`src/rtl/pid_seq_pkg.sv`:
```
// Shared types and default timing constants for the PID loop sequencer.
package pid_seq_pkg;

  localparam int unsigned StateWidth       = 3;
  localparam int unsigned DefPipeLatency   = 4;
  localparam int unsigned DefTimeoutCycles = 1024;

  typedef enum logic [StateWidth-1:0] {
    StIdle     = 3'd0,
    StAdcReq   = 3'd1,
    StAdcWait  = 3'd2,
    StPipeWait = 3'd3,
    StDacReq   = 3'd4,
    StDacWait  = 3'd5
  } state_e;

endpackage

```
`src/rtl/pid_saturate.sv`:
```
// Combinational signed clamp from a wide controller output to a narrower DAC code.
module pid_saturate #(
  parameter int unsigned IN_WIDTH  = 32,
  parameter int unsigned OUT_WIDTH = 20
) (
  input  logic [IN_WIDTH-1:0]  data_i,
  output logic [OUT_WIDTH-1:0] data_o,
  output logic                 sat_o
);

  // The value fits iff every bit from the DAC sign bit upward matches.
  logic upper_ones;
  logic upper_zeros;

  assign upper_ones  = &data_i[IN_WIDTH-1:OUT_WIDTH-1];
  assign upper_zeros = ~|data_i[IN_WIDTH-1:OUT_WIDTH-1];

  // Pass through in range, otherwise clamp to the extreme matching the input sign.
  always_comb begin
    sat_o  = 1'b0;
    data_o = data_i[OUT_WIDTH-1:0];
    if (!(upper_ones || upper_zeros)) begin
      sat_o = 1'b1;
      if (data_i[IN_WIDTH-1]) begin
        data_o = {1'b1, {(OUT_WIDTH-1){1'b0}}};
      end else begin
        data_o = {1'b0, {(OUT_WIDTH-1){1'b1}}};
      end
    end
  end

endmodule

```
`src/rtl/pid_loop_sequencer.sv`:
```
// Control-loop sequencer: ADC request, pipeline settle, integral commit, DAC write.
// Owns the integral state; all outputs are registered or decoded from the state register.
module pid_loop_sequencer
  import pid_seq_pkg::*;
#(
  parameter int unsigned INPUT_WIDTH    = 18,
  parameter int unsigned OUTPUT_WIDTH   = 32,
  parameter int unsigned DAC_WIDTH      = 20,
  parameter int unsigned PIPE_LATENCY   = DefPipeLatency,
  parameter int unsigned TIMEOUT_CYCLES = DefTimeoutCycles
) (
  input  logic                    i_clk,
  input  logic                    i_rst,
  input  logic                    i_enable,
  input  logic                    i_clear_integral,
  input  logic                    i_clear_fault,
  output logic                    o_adc_req,
  input  logic                    i_adc_done,
  input  logic [INPUT_WIDTH-1:0]  i_adc_data,
  output logic [INPUT_WIDTH-1:0]  o_actual,
  output logic [OUTPUT_WIDTH-1:0] o_integral,
  input  logic [OUTPUT_WIDTH-1:0] i_integral_next,
  input  logic [OUTPUT_WIDTH-1:0] i_pd_out,
  output logic                    o_dac_req,
  output logic [DAC_WIDTH-1:0]    o_dac_data,
  input  logic                    i_dac_done,
  output logic                    o_busy,
  output logic                    o_sat,
  output logic                    o_fault,
  output logic [31:0]             o_iterations
);

  localparam int unsigned PipeCntW = (PIPE_LATENCY > 0) ? $clog2(PIPE_LATENCY + 1) : 1;
  localparam int unsigned TmoW     = (TIMEOUT_CYCLES > 1) ? $clog2(TIMEOUT_CYCLES) : 1;

  localparam logic [PipeCntW-1:0] PipeLoad = PipeCntW'(PIPE_LATENCY);
  localparam logic [TmoW-1:0]     TmoLast  = TmoW'(TIMEOUT_CYCLES - 1);

  state_e                  state_q, state_d;
  logic [PipeCntW-1:0]     pipe_cnt_q, pipe_cnt_d;
  logic [TmoW-1:0]         tmo_q, tmo_d;
  logic [INPUT_WIDTH-1:0]  actual_q, actual_d;
  logic [OUTPUT_WIDTH-1:0] integral_q, integral_d;
  logic [DAC_WIDTH-1:0]    dac_q, dac_d;
  logic                    sat_q, sat_d;
  logic                    fault_q, fault_d;
  logic [31:0]             iter_q, iter_d;

  logic [DAC_WIDTH-1:0]    sat_data;
  logic                    sat_flag;

  pid_saturate #(
    .IN_WIDTH  (OUTPUT_WIDTH),
    .OUT_WIDTH (DAC_WIDTH)
  ) u_saturate (
    .data_i (i_pd_out),
    .data_o (sat_data),
    .sat_o  (sat_flag)
  );

  // Next-state and datapath updates; defaults hold every register.
  always_comb begin
    state_d    = state_q;
    pipe_cnt_d = pipe_cnt_q;
    tmo_d      = '0;  // shared wait timer restarts on every state entry
    actual_d   = actual_q;
    integral_d = integral_q;
    dac_d      = dac_q;
    sat_d      = sat_q;
    fault_d    = fault_q;
    iter_d     = iter_q;

    if (i_clear_fault) begin
      fault_d = 1'b0;
    end

    unique case (state_q)
      StIdle: begin
        if (i_enable && !fault_q) begin
          state_d = StAdcReq;
        end
      end
      StAdcReq: begin
        state_d = StAdcWait;
      end
      StAdcWait: begin
        if (i_adc_done) begin
          actual_d   = i_adc_data;
          pipe_cnt_d = PipeLoad;
          state_d    = StPipeWait;
        end else if (tmo_q == TmoLast) begin
          fault_d = 1'b1;
          state_d = StIdle;
        end else begin
          tmo_d = tmo_q + TmoW'(1);
        end
      end
      StPipeWait: begin
        if (pipe_cnt_q == '0) begin
          integral_d = i_integral_next;
          dac_d      = sat_data;
          sat_d      = sat_flag;
          state_d    = StDacReq;
        end else if (i_clear_integral) begin
          // Pipeline inputs change with the clear, so wait the full latency again.
          pipe_cnt_d = PipeLoad;
        end else begin
          pipe_cnt_d = pipe_cnt_q - PipeCntW'(1);
        end
      end
      StDacReq: begin
        state_d = StDacWait;
      end
      StDacWait: begin
        if (i_dac_done) begin
          iter_d  = iter_q + 32'd1;
          state_d = i_enable ? StAdcReq : StIdle;
        end else if (tmo_q == TmoLast) begin
          fault_d = 1'b1;
          state_d = StIdle;
        end else begin
          tmo_d = tmo_q + TmoW'(1);
        end
      end
      default: begin
        state_d = StIdle;
      end
    endcase

    // Clear beats the commit from the pipeline in the same cycle.
    if (i_clear_integral) begin
      integral_d = '0;
    end
  end

  // State and datapath registers; reset aborts any iteration in flight.
  always_ff @(posedge i_clk or posedge i_rst) begin
    if (i_rst) begin
      state_q    <= StIdle;
      pipe_cnt_q <= '0;
      tmo_q      <= '0;
      actual_q   <= '0;
      integral_q <= '0;
      dac_q      <= '0;
      sat_q      <= 1'b0;
      fault_q    <= 1'b0;
      iter_q     <= '0;
    end else begin
      state_q    <= state_d;
      pipe_cnt_q <= pipe_cnt_d;
      tmo_q      <= tmo_d;
      actual_q   <= actual_d;
      integral_q <= integral_d;
      dac_q      <= dac_d;
      sat_q      <= sat_d;
      fault_q    <= fault_d;
      iter_q     <= iter_d;
    end
  end

  assign o_adc_req    = (state_q == StAdcReq);
  assign o_dac_req    = (state_q == StDacReq);
  assign o_busy       = (state_q != StIdle);
  assign o_actual     = actual_q;
  assign o_integral   = integral_q;
  assign o_dac_data   = dac_q;
  assign o_sat        = sat_q;
  assign o_fault      = fault_q;
  assign o_iterations = iter_q;

endmodule

```
`config.mk`:
```
export PLATFORM = sky130hd
export DESIGN_NAME = pid_loop_sequencer
export DESIGN_NICKNAME = d
export VERILOG_FILES = /design/src/rtl/pid_seq_pkg.sv /design/src/rtl/pid_saturate.sv /design/src/rtl/pid_loop_sequencer.sv
export SDC_FILE = /design/constraint.sdc
export NUM_CORES = 1
export LEC_CHECK = 0
export ABC_AREA = 1
export BUFFER_PORTS_ARGS = -buffer_cell sky130_fd_sc_hd__buf_2
export CELL_PAD_IN_SITES_DETAIL_PLACEMENT = 0
export CELL_PAD_IN_SITES_GLOBAL_PLACEMENT = 1
export CORE_ASPECT_RATIO = 1.75
export CORE_MARGIN = 5
export CORE_UTILIZATION = 36
export CTS_CLUSTER_SIZE = 10
export DETAILED_ROUTE_END_ITERATION = 10
export PLACE_DENSITY_LB_ADDON = 0.1
export SLEW_MARGIN = 20
export SYNTH_ARGS = -nofsm -noshare
export SYNTH_HDL_FRONTEND = slang
export SYNTH_SLANG_ARGS = --single-unit
```
`constraint.sdc`:
```
create_clock -name i_clk -period 5.6 [get_ports i_clk]
set_clock_uncertainty 0.1 [all_clocks]
set_input_delay 1.12 -clock i_clk [delete_from_list [all_inputs] [get_ports i_clk]]
set_output_delay 1.12 -clock i_clk [all_outputs]
set_load 0.005 [all_outputs]
```
---- Yosys cells after proc, flatten, opt, wreduce, memory -nomap -nowiden ----
Cells that the tools add are included.
word-level totals
  register bits after elaboration ......... 120
  bits of input ports ..................... 89
  output and inout bits ................... 107
  logic and storage cells ................. 66
operators by class
  add/sub/neg operators ................... 3
  equal/unequal tests ..................... 10
  muxes and demuxes ....................... 26
  reductions and logical operators ........ 18
operators with widths
  kind                                               count
  two-way mux 32 bit                                 3
  two-way mux 20 bit                                 2
  adder 32 x 1 -> 32 bit (second input constant)     1
  two-way mux 10 bit                                 3
  two-way mux 3 bit                                  8
  case mux 10 bit (2 select lines)                   1
  case mux 3 bit (6 select lines)                    1
  AND reduction 13 bit                               1
  OR reduction 13 bit                                1
  adder 10 x 1 -> 10 bit (second input constant)     1
  == test 10 bit (second input constant)             1
  AND reduction 2 bit                                5
  != test 2 bit (second input constant)              4
  == test 3 x 2 -> 1 bit (second input constant)     2
  == test 3 bit (second input constant)              2
  logical NOT 3 bit                                  2
  two-way mux 1 bit                                  6
  case mux 3 bit (2 select lines)                    1
  nonzero test 2 bit                                 3
  == test 3 x 1 -> 1 bit (second input constant)     1
  AND reduction 3 bit                                1
  nonzero test 3 bit                                 1
  subtractor 3 x 1 -> 3 bit (second input constant)  1
  logical NOT 1 bit                                  2
  3 further kinds                                    3

---- Longest topological paths before layout ----
  depth in word-level cells ............... 4
  depth in mapped cells ................... 10
  mapped depth without buffers ............ 10

---- Hierarchy ----
From an unflattened synthesis, not the netlist that was laid out.
unflattened totals
  cell total of the unflattened synthesis .. 728
  area, all modules ....................... 5805.6 um^2
modules (own cells, without submodules)
  module              instances  cells each  area an instance (um^2)  sequential area each (um^2)
  pid_loop_sequencer  1          659         5489.0                   3002.9
  pid_saturate        1          69          316.6                    0.0

---- Least setup slack after synthesis ----
Ideal clock, no wire load.
  path type ............................... input port to flip-flop
  start ................................... input port i_pd_out[22]
  end ..................................... register dac_q[0], in the netlist o_dac_data[0]
  library setup time ...................... 0.121 ns
  arrival ................................. 2.031 ns
  required time ........................... 5.379 ns
  setup slack ............................. 3.348 ns
  stages on the path ...................... 6
  buffers on the path ..................... 1
  cell sequence ........................... or2_2 > nor2_1 > nand2_1 > a21oi_4 > buf_6 > a21oi_1
between the ends
  word-level cells in the longest chain between the ends .. 4
  elaborated cells on any way between the ends .. 5
  those cells by class .................... mux: 1; reduce/logical: 4
ends and longest elaborated chain
  item                    line                       RTL
  start: declaration      pid_loop_sequencer.sv:23   input logic [OUTPUT_WIDTH-1:0] i_pd_out,
  OR reduction 13 bit     pid_saturate.sv:16         assign upper_zeros = ~|data_i[IN_WIDTH-1:OUT_WIDTH-1];
  logical NOT 1 bit       pid_saturate.sv:16
  logical OR 1 bit (*)    pid_saturate.sv:22         if (!(upper_ones || upper_zeros)) begin
  two-way mux 20 bit (*)  pid_saturate.sv:22
  end signal: assignment  pid_loop_sequencer.sv:144  dac_q <= '0;
  end signal: assignment  pid_loop_sequencer.sv:154  dac_q <= dac_d;
  end: declaration        pid_loop_sequencer.sv:44   logic [DAC_WIDTH-1:0] dac_q, dac_d;
Mark *: on every way between the ends. The rest lies on a longest branch, timed or not.
A chain may end at the register's enable or synchronous reset.

---- Worst setup path in the final report ----
  start ................................... register pipe_cnt_q[0]
  end ..................................... register dac_q[3], in the netlist o_dac_data[3]
between the ends
  word-level cells in the longest chain between the ends .. 2
ends and longest elaborated chain
  item                           line                       RTL
  start: declaration             pid_loop_sequencer.sv:40   logic [PipeCntW-1:0] pipe_cnt_q, pipe_cnt_d;
  start signal: assignment       pid_loop_sequencer.sv:150  pipe_cnt_q <= pipe_cnt_d;
  logical NOT 3 bit              pid_loop_sequencer.sv:99   if (pipe_cnt_q == '0) begin
  AND reduction 2 bit (no line)  --
No other way between the ends.

==> impl_table.tex <==
\begin{tabular}{lr}
\hline
Metric & Value \\
\hline
\multicolumn{2}{l}{\textbf{Clock tree}} \\
\quad Cts bufs inserted & 17 \\
\quad Clock Tree Root & sky130\_fd\_sc\_hd\_\_clkbuf\_16 \\
\quad Buffers inserted during post-CTS setup optimization & 0 \\
\quad H-tree levels & 4 \\
\quad Skew-Pair Late Insertion Delay & about 0.4 ns \\
\quad TritonCTS clock tree & built \\
\quad Number of hold-repair buffers added at the cts stage & 0 \\
\quad Clock net sink count & 120 \\
\quad Post-cts gate resize count & 0 \\
\quad Max clock buf depth & 2 \\
\quad Clk slew on worst S/H paths & 0.06 ns \\
\multicolumn{2}{l}{\textbf{GRT}} \\
\quad Initial antenna violation count & 0 \\
\quad Total track usage & 0.185 \\
\quad Maximum number of pins on one net before global-route repair & between 40 and 50 \\
\quad Number of global-route vias before repair & approximately 5500 \\
\quad Remaining global-route overflow & 0 \\
\quad First-pass GRT wire length & about 27 mm \\
\multicolumn{2}{l}{\textbf{Die}} \\
\quad Row cnt & 60 \\
\quad Core Footprint & roughly 0.015 mm2 \\
\quad Initial Utilization & 0.363 \\
\quad Width of the die & between 100 and 150 um \\
\quad I/O pin count & slightly below 200 \\
\quad Floorplan die area & 0.0181 mm2 \\
\quad Vertical extent of the die & roughly 170 um \\
\multicolumn{2}{l}{\textbf{Timing}} \\
\quad Slew Viols, Final & 0 \\
\quad Max-slew headroom at the worst pin & 0.487 \\
\quad Post-route minimum period & between 2 and 3 ns \\
\quad Slew of the pin with the lowest slew margin & 0.768 ns \\
\quad RSZ-0062 raised after global routing & false \\
\quad Endpoints failing hold & 0 \\
\quad Upper clock frequency limit & roughly 350 MHz \\
\quad Setup violators final & 0 \\
\quad Final-layout setup total negative slack & 0 ns \\
\quad Fraction of the cycle the final worst path needs & 0.505 \\
\quad Worst hold margin & 0.369 ns \\
\multicolumn{2}{l}{\textbf{Layout}} \\
\quad Filler cells & around 1600 \\
\quad Layout area overhead & 30.4\% \\
\quad Sequential cell area in the final layout & roughly 0.0030 mm2 \\
\quad Number of inserted diodes & 0 \\
\quad Multi-input gate area in the final layout & $\sim$0.0023 mm2 \\
\quad Nets & just under 1000 \\
\quad Share of post-route cells with drive strength above 1 & 0.279 \\
\multicolumn{2}{l}{\textbf{Setup path}} \\
\quad Endpoint type of the worst setup path & flip-flop \\
\quad Arrival time at the worst endpoint & 2.98 ns \\
\quad Category of the critical setup timing path & reg2reg \\
\quad Critical path fanouts, max & 38 \\
\quad Startpoint Class & flip-flop \\
\quad Worst endpoint required time & $\sim$5.8 ns \\
\quad Length in cells of the worst reg-to-reg path & 9 \\
\multicolumn{2}{l}{\textbf{Route}} \\
\quad Number of iterations in the first detailed-routing pass & 4 \\
\quad Detailed-route vias per instance & approximately 4.7 \\
\quad Avg WL per Cell & 15.3 um \\
\quad Via count of the routed design & between 5000 and 6000 \\
\quad Total length of routed wires & between 15 and 20 mm \\
\quad DRC violation count after routing & 0 \\
\quad Drt initial violations & 173 \\
\quad Number of nets still failing antenna checks after routing & 0 \\
\multicolumn{2}{l}{\textbf{Placement}} \\
\quad Last weighted congestion value of the routability-driven placer & $\sim$0.8 \\
\quad Port bufs & a little under 200 \\
\quad HPWL reported at the end of detailed placement & about 13 mm \\
\multicolumn{2}{l}{\textbf{Synthesis}} \\
\quad Synth Net Count & 775 \\
\quad Post-synthesis async set-or-reset flop share & 1.00 \\
\quad Synthesized area divided by synthesized cell count & slightly above 8 um2 \\
\quad Synth cell types & 32 \\
\quad Cell Area, Synth & approximately 0.0056 mm2 \\
\quad Number of synthesized flops with an enable pin & 0 \\
\quad Flip-flop cell with the highest count after synthesis & sky130\_fd\_sc\_hd\_\_dfrtp\_1 \\
\quad Sequential element share of the synthesized area & 0.540 \\
\quad Gate count of the mapped netlist & 682 \\
\quad Synth warnings & 0 \\
\quad Number of storage elements in the synthesis netlist & 120 \\
\multicolumn{2}{l}{\textbf{Run status}} \\
\quad Result of the run & finished, final reports clean \\
\multicolumn{2}{l}{\textbf{Pwr}} \\
\quad Static Leak & 3.91 nW \\
\quad Power per standard cell area & 395 mW/mm2 \\
\quad Maximum vdd ir drop & 0.000217 V \\
\multicolumn{2}{l}{\textbf{Worst hold path}} \\
\quad Type of the most critical hold path & reg2reg \\
\quad Hold Path Cell Cnt & 1 \\
\multicolumn{2}{l}{\textbf{Flow run}} \\
\quad Max-cap check violation count & 0 \\
\hline
\end{tabular}
-- synth_stat cells, drive strengths merged, types with 4 or more instances --
master / n / area share
nand2: 233 / 0.16
dfrtp: 120 / 0.54
nor2: 92 / 0.067
nand3: 65 / 0.059
inv: 52 / 0.035
a21oi: 36 / 0.035
buf: 18 / 0.018
xor2: 17 / 0.027
o21ai: 10 / 0.0090
nand4: 7 / 0.0090
xnor2: 6 / 0.0094
nand3b: 5 / 0.0067
nor3: 5 / 0.0054
ha: 4 / 0.0090
-- layout by cell type (no fill, tap or decap), types with 2 or more instances in the layout --
master	instances
sky130_fd_sc_hd__xnor2_1	6
sky130_fd_sc_hd__inv_6	5
sky130_fd_sc_hd__nor2_2	2
sky130_fd_sc_hd__clkinv_4	2
sky130_fd_sc_hd__o21ai_0	10
sky130_fd_sc_hd__clkinvlp_4	4
sky130_fd_sc_hd__nor2_1	87
sky130_fd_sc_hd__nor2_4	3
sky130_fd_sc_hd__buf_2	195
sky130_fd_sc_hd__nand3b_1	5
sky130_fd_sc_hd__nand2_1	231
sky130_fd_sc_hd__nand2_2	2
sky130_fd_sc_hd__a21oi_1	34
sky130_fd_sc_hd__nand3_1	64
sky130_fd_sc_hd__inv_2	5
sky130_fd_sc_hd__nor3_1	4
sky130_fd_sc_hd__nor3b_1	2
sky130_fd_sc_hd__inv_1	46
sky130_fd_sc_hd__xor2_1	17
sky130_fd_sc_hd__ha_1	4
sky130_fd_sc_hd__o22ai_1	3
sky130_fd_sc_hd__nand4_1	6
sky130_fd_sc_hd__dfrtp_1	120
sky130_fd_sc_hd__clkinv_2	2
sky130_fd_sc_hd__buf_4	3
sky130_fd_sc_hd__clkbuf_16	17
-- critical path: stages (launching register included) --
cell	delay, ns
sky130_fd_sc_hd__dfrtp_1	0.36
sky130_fd_sc_hd__inv_1	0.06
sky130_fd_sc_hd__ha_1	0.19
sky130_fd_sc_hd__inv_1	0.06
sky130_fd_sc_hd__nor2_1	0.04
sky130_fd_sc_hd__nand2_2	0.54
sky130_fd_sc_hd__clkinv_1	0.64
sky130_fd_sc_hd__buf_4	0.45
sky130_fd_sc_hd__nor2_1	0.14
sky130_fd_sc_hd__a21oi_1	0.06
-- stage by stage --
| step | total power, mW | std cells | worst slack [ns] | util | area (um2) |
|---|---|---|---|---|---|
| after global placement | 1.83 | 1045 | 2.73 | 0.437 | 6690 |
| after global routing | 3.06 | 1077 | 2.41 | 0.474 | 7250 |
| after detailed placement | 1.85 | 1045 | 2.69 | 0.437 | 6690 |
| after CTS | 2.92 | 1077 | 2.69 | 0.474 | 7250 |
| after floorplan | 1.53 | 682 | 1.19 | - | 5560 |
| final | 2.87 | 1077 | 2.77 | 0.474 | 7250 |
-- sequential cells by signal, summed over array words and instances, names as in the netlist --
| name | count |
|---|---|
| o_sat | 1 |
| pipe_cnt_q | 3 |
| state_q | 3 |
| tmo_q | 10 |
| o_actual | 18 |
| o_iterations | 32 |
| o_dac_data | 20 |
| o_fault | 1 |
| o_integral | 32 |
-- routing by layer --
| metal | GRT usage | wire length (um) |
|---|---|---|
| met1 | 0.179 | 5880 |
| met2 | 0.355 | 9150 |
| met5 | 0 | 0 |
| met3 | 0.0572 | 910 |
| met4 | 0.0800 | 524 |
-- report_power, final --
part / leakage, nW / internal (mW) / switching (mW)
sequential: 1.57 / 1.05 / 0.118
clock: 0.269 / 0.619 / 0.429
combinational: 2.07 / 0.271 / 0.377
total: 3.91 / 1.94 / 0.925
-- final timing paths --
path,end,from,slack (ns)
max,o_dac_data[3],pipe_cnt_q[0],2.77
min,tmo_q[0],tmo_q[0],0.37
max reg2reg,o_dac_data[3],pipe_cnt_q[0],2.77
min reg2reg,tmo_q[0],tmo_q[0],0.37
max in group asynchronous,o_dac_data[13],i_rst,3.63
min in group asynchronous,o_integral[10],i_rst,0.70
-- cell families after synthesis --
logic type	Yosys count	share of synthesized area
buffers and inverters	74	0.0556
AOI/OAI and AO/OA	50	0.0488
and+or+nand+nor	411	0.311
xor gates and xnor gates	23	0.0362
adders and majority gates	4	0.00900
DFF	120	0.540
-- layout make-up --
| class | instances | share of cell area |
|---|---|---|
| Clock buffer | 17 | 0.0586 |
| Clock inverter | 15 | 0.0197 |
| Inverter | 53 | 0.0278 |
| Multi-Input combinational cell | 488 | 0.310 |
| Sequential cell | 120 | 0.414 |
| Tap cell | 186 | 0.0321 |
| Timing Repair Buffer | 198 | 0.138 |
Note: power is estimated with default switching activity, not from simulation.
